File: config.mk
export PLATFORM = sky130hd
export DESIGN_NAME = lsu32
export DESIGN_NICKNAME = d
export VERILOG_FILES = /design/src/rtl/core_pkg.sv /design/src/rtl/lsu_align.sv /design/src/rtl/lsu32.sv
export SDC_FILE = /design/constraint.sdc
export NUM_CORES = 1
export LEC_CHECK = 0
export ABC_AREA = 1
export BUFFER_PORTS_ARGS = -buffer_cell sky130_fd_sc_hd__buf_2
export CAP_MARGIN = 40
export CORE_UTILIZATION = 52
export CTS_CLUSTER_DIAMETER = 50
export DETAILED_ROUTE_END_ITERATION = 7
export GPL_TIMING_DRIVEN = 0
export PLACE_DENSITY = 0.85
export SLEW_MARGIN = 5
export SYNTH_ARGS = -nofsm -noshare
export SYNTH_HDL_FRONTEND = slang
export SYNTH_HIERARCHICAL = 1
export SYNTH_SLANG_ARGS = --single-unit
File: constraint.sdc
create_clock -name clk_i -period 2.23 [get_ports clk_i]
set_input_delay 0.1115 -clock clk_i [delete_from_list [all_inputs] [get_ports clk_i]]
set_output_delay 0.1115 -clock clk_i [all_outputs]
set_load 0.01 [all_outputs]
File: src/rtl/core_pkg.sv
// Shared core definitions: data width, LSU state encoding, RV32I load/store funct3 values.
package core_pkg;

    localparam int unsigned Xlen = 32;

    typedef enum logic [1:0] {
        StIdle,
        StReq,
        StWait,
        StResp
    } lsu_state_e;

    localparam logic [2:0] LsB  = 3'b000;
    localparam logic [2:0] LsH  = 3'b001;
    localparam logic [2:0] LsW  = 3'b010;
    localparam logic [2:0] LsBu = 3'b100;
    localparam logic [2:0] LsHu = 3'b101;

    // Size class comes from funct3[1:0]; encodings 3, 6 and 7 fall into the word class.
    function automatic logic is_byte(input logic [1:0] size);
        return size == 2'b00;
    endfunction

    function automatic logic is_half(input logic [1:0] size);
        return size == 2'b01;
    endfunction

    function automatic logic is_word(input logic [1:0] size);
        return size[1];
    endfunction

endpackage

File: src/rtl/lsu_align.sv
// Combinational lane logic for the LSU: store byte mask, store lane replication and
// load data extraction with sign/zero extension.
module lsu_align
    import core_pkg::*;
(
    input  logic [1:0]      addr_lo_i,
    input  logic [2:0]      funct3_i,
    input  logic [Xlen-1:0] wdata_i,
    input  logic [Xlen-1:0] rdata_i,
    output logic [3:0]      wmask_o,
    output logic [Xlen-1:0] wdata_o,
    output logic [Xlen-1:0] rdata_o
);

    logic [Xlen-1:0] rshift;

    // Store side: mask selects the written lanes, data is replicated into every lane.
    always_comb begin
        wmask_o = 4'b1111;
        wdata_o = wdata_i;
        if (is_byte(funct3_i[1:0])) begin
            wmask_o = 4'b0001 << addr_lo_i;
            wdata_o = {4{wdata_i[7:0]}};
        end else if (is_half(funct3_i[1:0])) begin
            wmask_o = 4'b0011 << {addr_lo_i[1], 1'b0};
            wdata_o = {2{wdata_i[15:0]}};
        end
    end

    // Load side: right-justify the addressed bytes, then extend by funct3.
    always_comb begin
        rshift  = rdata_i >> {addr_lo_i, 3'b000};
        rdata_o = rshift;
        case (funct3_i)
            LsB:     rdata_o = {{(Xlen-8){rshift[7]}}, rshift[7:0]};
            LsH:     rdata_o = {{(Xlen-16){rshift[15]}}, rshift[15:0]};
            LsBu:    rdata_o = {{(Xlen-8){1'b0}}, rshift[7:0]};
            LsHu:    rdata_o = {{(Xlen-16){1'b0}}, rshift[15:0]};
            default: rdata_o = rshift;
        endcase
    end

endmodule

File: src/rtl/lsu32.sv
// Single-outstanding load/store unit. One request is accepted in Idle, issued on the
// memory channel, and (for loads, or stores when StoreResp) answered on the result channel.
// Optional feature macro: LSU_MISALIGN_TRAP_EN -- misaligned accesses return an error
// response without touching memory; when undefined they are forced to natural alignment.
module lsu32
    import core_pkg::*;
#(
    parameter bit StoreResp = 1'b1
) (
    input  logic            clk_i,
    input  logic            rst_i,
    input  logic            req_valid_i,
    output logic            req_ready_o,
    input  logic [Xlen-1:0] addr_i,
    input  logic [Xlen-1:0] wdata_i,
    input  logic [2:0]      funct3_i,
    input  logic            store_i,
    output logic            mem_valid_o,
    input  logic            mem_ready_i,
    output logic [Xlen-1:0] mem_addr_o,
    output logic            mem_we_o,
    output logic [3:0]      mem_wmask_o,
    output logic [Xlen-1:0] mem_wdata_o,
    input  logic            mem_rvalid_i,
    input  logic [Xlen-1:0] mem_rdata_i,
    output logic            resp_valid_o,
    input  logic            resp_ready_i,
    output logic [Xlen-1:0] resp_data_o,
    output logic            resp_err_o
);

    lsu_state_e      state_q, state_d;
    logic [Xlen-1:0] addr_q, addr_d;
    logic [Xlen-1:0] wdata_q, wdata_d;
    logic [Xlen-1:0] rdata_q, rdata_d;
    logic [2:0]      funct3_q, funct3_d;
    logic            store_q, store_d;
    logic [3:0]      wmask;
    logic [Xlen-1:0] wdata_lane;
    logic [Xlen-1:0] rdata_ext;

`ifdef LSU_MISALIGN_TRAP_EN
    logic err_q, err_d;
    logic misaligned;

    assign misaligned = (is_half(funct3_i[1:0]) && addr_i[0]) ||
                        (is_word(funct3_i[1:0]) && (addr_i[1:0] != 2'b00));
    assign resp_err_o = err_q;
`else
    logic [Xlen-1:0] addr_fixed;

    // Misaligned halves/words silently drop the low address bits.
    assign addr_fixed = is_word(funct3_i[1:0]) ? {addr_i[Xlen-1:2], 2'b00} :
                        is_half(funct3_i[1:0]) ? {addr_i[Xlen-1:1], 1'b0}  : addr_i;
    assign resp_err_o = 1'b0;
`endif

    lsu_align u_align (
        .addr_lo_i (addr_q[1:0]),
        .funct3_i  (funct3_q),
        .wdata_i   (wdata_q),
        .rdata_i   (mem_rdata_i),
        .wmask_o   (wmask),
        .wdata_o   (wdata_lane),
        .rdata_o   (rdata_ext)
    );

    // Next-state logic: capture on request, advance on each channel handshake.
    always_comb begin
        state_d  = state_q;
        addr_d   = addr_q;
        wdata_d  = wdata_q;
        rdata_d  = rdata_q;
        funct3_d = funct3_q;
        store_d  = store_q;
`ifdef LSU_MISALIGN_TRAP_EN
        err_d    = err_q;
`endif
        unique case (state_q)
            StIdle: begin
                if (req_valid_i) begin
                    wdata_d  = wdata_i;
                    funct3_d = funct3_i;
                    store_d  = store_i;
                    rdata_d  = '0;
`ifdef LSU_MISALIGN_TRAP_EN
                    addr_d   = addr_i;
                    err_d    = misaligned;
                    state_d  = misaligned ? StResp : StReq;
`else
                    addr_d   = addr_fixed;
                    state_d  = StReq;
`endif
                end
            end
            StReq: begin
                if (mem_ready_i) begin
                    if (!store_q)      state_d = StWait;
                    else if (StoreResp) state_d = StResp;
                    else               state_d = StIdle;
                end
            end
            StWait: begin
                if (mem_rvalid_i) begin
                    rdata_d = rdata_ext;
                    state_d = StResp;
                end
            end
            StResp: begin
                if (resp_ready_i) state_d = StIdle;
            end
            default: state_d = StIdle;
        endcase
    end

    // State and transaction registers; reset abandons any transaction in flight.
    always_ff @(posedge clk_i) begin
        if (rst_i) begin
            state_q  <= StIdle;
            addr_q   <= '0;
            wdata_q  <= '0;
            rdata_q  <= '0;
            funct3_q <= '0;
            store_q  <= 1'b0;
`ifdef LSU_MISALIGN_TRAP_EN
            err_q    <= 1'b0;
`endif
        end else begin
            state_q  <= state_d;
            addr_q   <= addr_d;
            wdata_q  <= wdata_d;
            rdata_q  <= rdata_d;
            funct3_q <= funct3_d;
            store_q  <= store_d;
`ifdef LSU_MISALIGN_TRAP_EN
            err_q    <= err_d;
`endif
        end
    end

    assign req_ready_o  = (state_q == StIdle);
    assign mem_valid_o  = (state_q == StReq);
    assign mem_addr_o   = {addr_q[Xlen-1:2], 2'b00};
    assign mem_we_o     = store_q;
    assign mem_wmask_o  = mem_valid_o ? wmask : 4'b0000;
    assign mem_wdata_o  = wdata_lane;
    assign resp_valid_o = (state_q == StResp);
    assign resp_data_o  = rdata_q;

endmodule
==> flow_metrics.tcl, run 1 <==
set metrics [dict create \
    peakVddDrop_uv 672 \
    yosys.cell_types.count 26 \
    synth_top_cell_area_share_pct 39.6 \
    nNetsFinal 1125 \
    htree_levels 3 \
    max_cap_violations 0 \
    pre_cts_ws_ns 0.425 \
    synth_ff_type "dfxtp_1" \
    worstSetupPathType "reg2out" \
    violations "hold timing" \
    syn_area_per_cell_sq_um 6.82 \
    antenna_found_initial 0 \
    met3_length_mm 1.27 \
    dieArea_sq_um 10300 \
    rows 35 \
    io_buffers 207 \
    netlist_top_cells_area "dfxtp_1 (40%), nand2_1 (12%), nor2_1 (10%)" \
    grt_max_degree 18 \
    start_kind "register" \
    yosysMostFrequentCell "nand2_1" \
    fin_crit_sh_pct 84.8 \
    p_per_area_nw_per_um2 1040 \
    grt_pass1_vias 5138 \
    ys_warn_count 6 \
    hold_path.class "in2reg" \
    ys_ff_latch 102 \
    vias_per_cell 5.04 \
    required_ns 2.12 \
    startpoint "funct3_q[1]" \
    drt-total-wl_mm 15.1 \
    slew_headroom_pct 58.2 \
    wl_per_cell_microns 13.2 \
    route.detailed.drc 0 \
    setup-tns-final_ns 0 \
    worst_pin_slew_ns 0.627 \
    cellLeakagePower_nw 3.53 \
    area_delta_synth_final_pct 34.3 \
    drv_slew 0 \
    hold_viol_final 1 \
    netlist_instances 756 \
    cts_num_sinks 102 \
    num-fill-cells 797 \
    path_clk_slew_ns 0.10 \
    synth_edf_count 0 \
    vias 5783 \
    dp_hpwl_mm 11.0 \
    cts_max_path_buffers 2 \
    postRouteAntennaNets 0 \
    r2r_end "wdata_q[10]" \
    placed_area_sq_um 6360 \
    period_minus_slack_ns 1.89 \
    crit_end "mem_wdata_o[10]" \
    drive_above_1_share_pct 30.4 \
    worst-r2r-setup-slack_ns 0.39 \
    detail_route.first_pass.iterations 5 \
    postCtsSetupBuffers 0 \
    place.gp.congestion 0.933 \
    crit_fanout 10 \
    setup_viol 0 \
    wirelength_met1_mm 6.19 \
    grt_usage_pct 28.8 \
    skew_ns 0.0101 \
    final_design_area_no_fill_sq_um 6920 \
    tritoncts "built" \
    async_reset_ff_share_pct 0 \
    synth_seq_area_share_pct 39.6 \
    worstReg2RegStart "state_q[0]" \
    grt.overflow.total 0 \
    worst_ep_arrival_time_ns 1.78 \
    met2_length_mm 7.40 \
    reg2reg_depth 7 \
    rsz0062_at_grt "false" \
    die_x_microns 102 \
    die_h_microns 102 \
    highest-signal-layer "met4" \
    end_kind "output pin" \
    layout_setup_ws_ns 0.338 \
    drt_iter0_drc 332 \
    initial_utilization_pct 54.8 \
    coreArea_sq_um 9420 \
    ctsRootBufferMaster "clkbuf_8" \
    ys_top_cells_by_count "nand2_1 (168), nor2_1 (141), dfxtp_1 (102), o21ai_0 (82), nand3_1 (68)" \
    grt_pass1_wl_mm 23.2 \
    status "complete, but fails checks" \
    max_freq_ghz 0.529 \
    ios 211 \
    clk_latency_ns 0.36 \
    antenna_cells 0 \
    netlist_area_sq_um 5150 \
    numCtsBuffers 9 \
    holdWs_ns -0.00483 \
    synth_top_area_cell "dfxtp_1" \
]
-- critical path, stage by stage (launching register included) --
cell and delay [ns]:
dfxtp_1 0.36, buf_6 0.15, inv_2 0.04, nand2_1 0.06
inv_1 0.11, buf_2 0.20, o21ai_0 0.30, buf_2 0.20
-- stage by stage --
| step | utilization [%] | power [mW] | cells | hold slack (ns) |
|---|---|---|---|---|
| floorplan | - | 4.91 | 758 | 0.260 |
| global placement | 67.5 | 5.98 | 1094 | 0.349 |
| detailed placement | 67.5 | 6.02 | 1094 | 0.358 |
| CTS | 73.5 | 7.19 | 1148 | 0.000753 |
| global route | 73.5 | 7.72 | 1148 | 0.00234 |
| finish | 73.5 | 7.22 | 1148 | -0.00483 |
-- power breakdown --
part | internal, mW | leakage, nW | switching, mW
sequential | 2.29 | 0.838 | 0.290
clock | 0.452 | 0.0922 | 0.673
combinational | 1.48 | 2.60 | 2.03
total | 4.23 | 3.53 | 2.99
-- worst min path at each step --
| stage | startpoint | endpoint | slack [ns] | cells past startpoint |
|---|---|---|---|---|
| 5_1_grt | addr_i[11] | addr_q[11] | 0.002 | 3 |
| 3_3_place_gp | addr_i[1] | addr_q[1] | 0.35 | 3 |
| 3_5_place_dp | addr_i[1] | addr_q[1] | 0.36 | 3 |
| 2_1_floorplan | addr_i[1] | addr_q[1] | 0.26 | 2 |
| 4_1_cts | addr_i[21] | addr_q[21] | 0.0008 | 3 |
| 6_report | wdata_i[9] | wdata_q[9] | -0.005 | 3 |
-- kinds of logic after synthesis --
| logic type | count (synthesis) | synth area share (%) |
|---|---|---|
| AO/OA/AOI/OAI | 135 | 14.0 |
| adder cells (fa/ha/maj) | 5 | 1.21 |
| other | 1 | 0.0727 |
| buffers and inverters | 125 | 14.5 |
| AND/OR/NAND/NOR | 388 | 30.6 |
| flip-flops | 102 | 39.6 |
-- registers in the layout, indices dropped and copies added, names as in the netlist --
name,flops
funct3_q,3
state_q,2
wdata_q,32
addr_q,32
resp_data_o,32
mem_we_o,1
-- routing by layer --
| layer | vias to the layer above | global-route usage (%) |
|---|---|---|
| li1 | 2903 | - |
| met1 | 2599 | 35.2 |
| met2 | 256 | 50.3 |
| met3 | 25 | 6.35 |
| met4 | 0 | 8.81 |
| met5 | - | 0 |
-- area by class of cell --
cell class                      instances  area [sq um]  area share (%)
Clock inverter                          5          41.3           0.596
Clock buffer                           11           141            2.04
Tap cell                              129           161            2.33
Multi-Input combinational cell        531          2370            34.3
Buffer                                 92           623            9.00
Sequential cell                       102          2040            29.5
Inverter                               33           124            1.79
Timing Repair Buffer                  245          1420            20.5
-- what timing repair did --
action	in CTS	in global routing
endpoints found under the hold margin	38	0
hold buffers	38	0
resized for setup	0	0
endpoints found under the setup margin	0	0
-- layout by cell type, fill, tap and decap left out, types with 7 or more instances in the layout --
master,synthesis,layout
buf_2,12,219
nand2_1,168,168
nor2_1,141,141
dfxtp_1,102,102
o21ai_0,82,82
nand3_1,68,68
buf_4,51,51
dlygate4sd3_1,0,38
a21oi_1,36,36
inv_1,29,29
clkbuf_1,15,16
clkbuf_8,0,10
buf_6,9,9
a22oi_1,8,8
o211ai_1,7,7
Note: power is estimated with default switching activity, not from simulation.
==> run 2: changes to the inputs <==
ABC_AREA = 0   (was 1)
CORE_UTILIZATION = 49   (was 52)
PLACE_DENSITY = 0.8   (was 0.85)
clock period = 1.8 ns   (was 2.23 ns; I/O delays follow)
==> run 2 against run 1 <==
Compared with the run above: the flow now finishes without violations; final area up 9.8%; global-route usage up 2.1 points; die area up 12%; first-iteration DRC count down 4.5%; non-clock buffer count up 29; critical endpoint is now resp_data_o[9].
==> flow_metrics.tcl, run 2 <==
set metrics [dict create \
    drt_iter0_drc 317 \
    cts_max_path_buffers 2 \
    skew_ns 0.0194 \
    synth_edf_count 0 \
    synth_top_cell_area_share_pct 37.6 \
    hold_viol_final 0 \
    ys_warn_count 6 \
    status "complete, no violations" \
    detail_route.first_pass.iterations 6 \
    yosys.cell_types.count 45 \
    slew_headroom_pct 60.7 \
    syn_area_per_cell_sq_um 8.39 \
    die_h_microns 107 \
    fin_total_pwr_mw 8.20 \
    cpPeakStageDelay_ns 0.45 \
    coreArea_sq_um 10800 \
    grt_pass1_vias 5712 \
    tritoncts "built" \
    num-fill-cells 826 \
    ctsRootBufferMaster "clkbuf_8" \
    vias 5799 \
    dp_hpwl_mm 11.5 \
    period_minus_slack_ns 1.73 \
    drive_above_1_share_pct 40.3 \
    max_cap_violations 0 \
    dp.cells 996 \
    required_ns 2.04 \
    setup_viol 0 \
    drv_slew 0 \
    die_x_microns 107 \
    area_delta_synth_final_pct 40.0 \
    antenna_cells 0 \
    nNetsFinal 1045 \
    netlist_area_sq_um 5430 \
    ys_top_cells_by_count "nand2_1 (158), dfxtp_1 (102), a21oi_1 (91), buf_4 (48), nor2_1 (38)" \
    path_clk_slew_ns 0.12 \
    slowest_stage "a221oi_4" \
    dieArea_sq_um 11500 \
    critPathBufInv 0 \
    final_cell_mix "buf_2 (215), nand2_1 (157), dfxtp_1 (98)" \
    grt.overflow.total 0 \
    postRouteAntennaNets 0 \
    grt_usage_pct 30.9 \
    layout_setup_ws_ns 0.0735 \
    clk_latency_ns 0.37 \
    synth_top_area_cell "dfxtp_1" \
    cts_num_sinks 102 \
    hold_path.class "in2reg" \
    pre_cts_ws_ns 0.00681 \
    fin_crit_sh_pct 95.9 \
    yosysMostFrequentCell "nand2_1" \
    route.detailed.drc 0 \
    start_kind "register" \
    setup-tns-final_ns 0 \
    ff_latch_area_sq_um 2050 \
    ys_ff_latch 102 \
    cellLeakagePower_nw 3.47 \
    multiInputGateArea_sq_um 2780 \
    rows 38 \
    grt_max_degree 20 \
    crit_fanout 7 \
    worst_ep_arrival_time_ns 1.97 \
    vias_per_cell 5.37 \
    io_buffers 207 \
    htree_levels 3 \
    crit_path_cell_trace "mux2_2, a221oi_4, a21oi_1, a22oi_2, nor2_1" \
    async_reset_ff_share_pct 0 \
    place.gp.congestion 0.939 \
    final_util_pct 70.1 \
    final_design_area_no_fill_sq_um 7600 \
    p_per_area_nw_per_um2 1080 \
    grt_pass1_wl_mm 27.7 \
    synth_ff_type "dfxtp_1" \
    finalNonFillerCells 1079 \
    drt-total-wl_mm 18.1 \
    final_common_cell "buf_2" \
    worst-r2r-setup-slack_ns 0.07 \
    worst_pin_slew_ns 0.589 \
    synth_seq_area_share_pct 37.6 \
    holdWs_ns 0.0126 \
    netlist_instances 647 \
    peakVddDrop_uv 617 \
    end_kind "register" \
    ios 211 \
    wl_per_cell_microns 16.8 \
    critical_path.top_delay_family "compound AO/OA/AOI/OAI gates" \
    placed_area_sq_um 6650 \
    netlist_top_cells_area "dfxtp_1 (38%), nand2_1 (11%), a21oi_1 (8.4%)" \
    initial_utilization_pct 50.1 \
    worstSetupPathType "reg2reg" \
    max_freq_ghz 0.579 \
    numCtsBuffers 9 \
    antenna_found_initial 0 \
]
run 2: cell types whose count changed in the layout (fill, tap and decap cells not counted), sizes merged, moves of 28 or more:
cell,delta
dlygate4sd3,+30
inv,-28
nand3,-69
a21oi,+55
nor2,-106
o21ai,-74
run 2: routing by layer:
metal  GRT usage, %  wire length (microns)  vias to the layer above  part of all wire [%]
met5              0                      0                        -                     0
met2           55.1                   8900                      349                    49
li1               -                      -                     2727                     -
met1           35.7                   7010                     2652                    39
met4           13.7                    687                        0                   3.8
met3           5.81                   1500                       71                   8.3
run 2: where the power goes:
part | switching (mW) | internal, mW | leakage [nW] | total, mW
logic | 2.18 | 1.61 | 2.52 | 3.78
registers | 0.268 | 2.58 | 0.834 | 2.85
clock network | 0.888 | 0.678 | 0.109 | 1.57
total | 3.33 | 4.87 | 3.47 | 8.20
run 2: area by class of cell:
type	instances	area share [%]
tap	140	2.30
inverter	4	0.197
timing repair buffer	276	22.7
clock buffer	9	1.63
buffer	90	8.51
clock inverter	7	1.17
multi-input combinational	451	36.6
sequential	102	27.0
run 2: final timing paths:
check	from	endpoint	cells after the start
setup reg to reg	addr_q[1]	resp_data_o[9]	5
hold reg to reg	wdata_q[21]	wdata_q[21]	2
setup / recovery	addr_q[1]	resp_data_o[9]	5
hold / removal	rst_i	state_q[0]	3
run 2: tightest hold or removal path, delay by kind of cell:
family | cells | cell delay [ns]
simple gates | 1 | 0.10
buf+inv | 1 | 0.11
compound gates | 1 | 0.05
run 2: cell families (layout without fill, tap and decap cells):
logic type                 after synthesis  after routing  synth area share (%)
and+or+nand+nor                        232            232                  18.2
AOI/OAI and AO/OA                      167            167                  22.3
DFF                                    102            102                  37.6
buffers and inverters                   96            386                  11.9
muxes                                   43             43                  8.62
adders and majority gates                5              5                  1.15
other                                    1              3                0.0690
xor gates and xnor gates                 1              1                 0.161
run 2: timing repair:
| item | CTS | global route |
|---|---|---|
| pin swaps | 1 | 1 |
| hold endpoints to repair | 68 | 0 |
| buffers inserted | 1 | 0 |
| endpoints found under the setup margin | 27 | 98 |
| resized for setup | 12 | 16 |
| hold buffers | 68 | 0 |
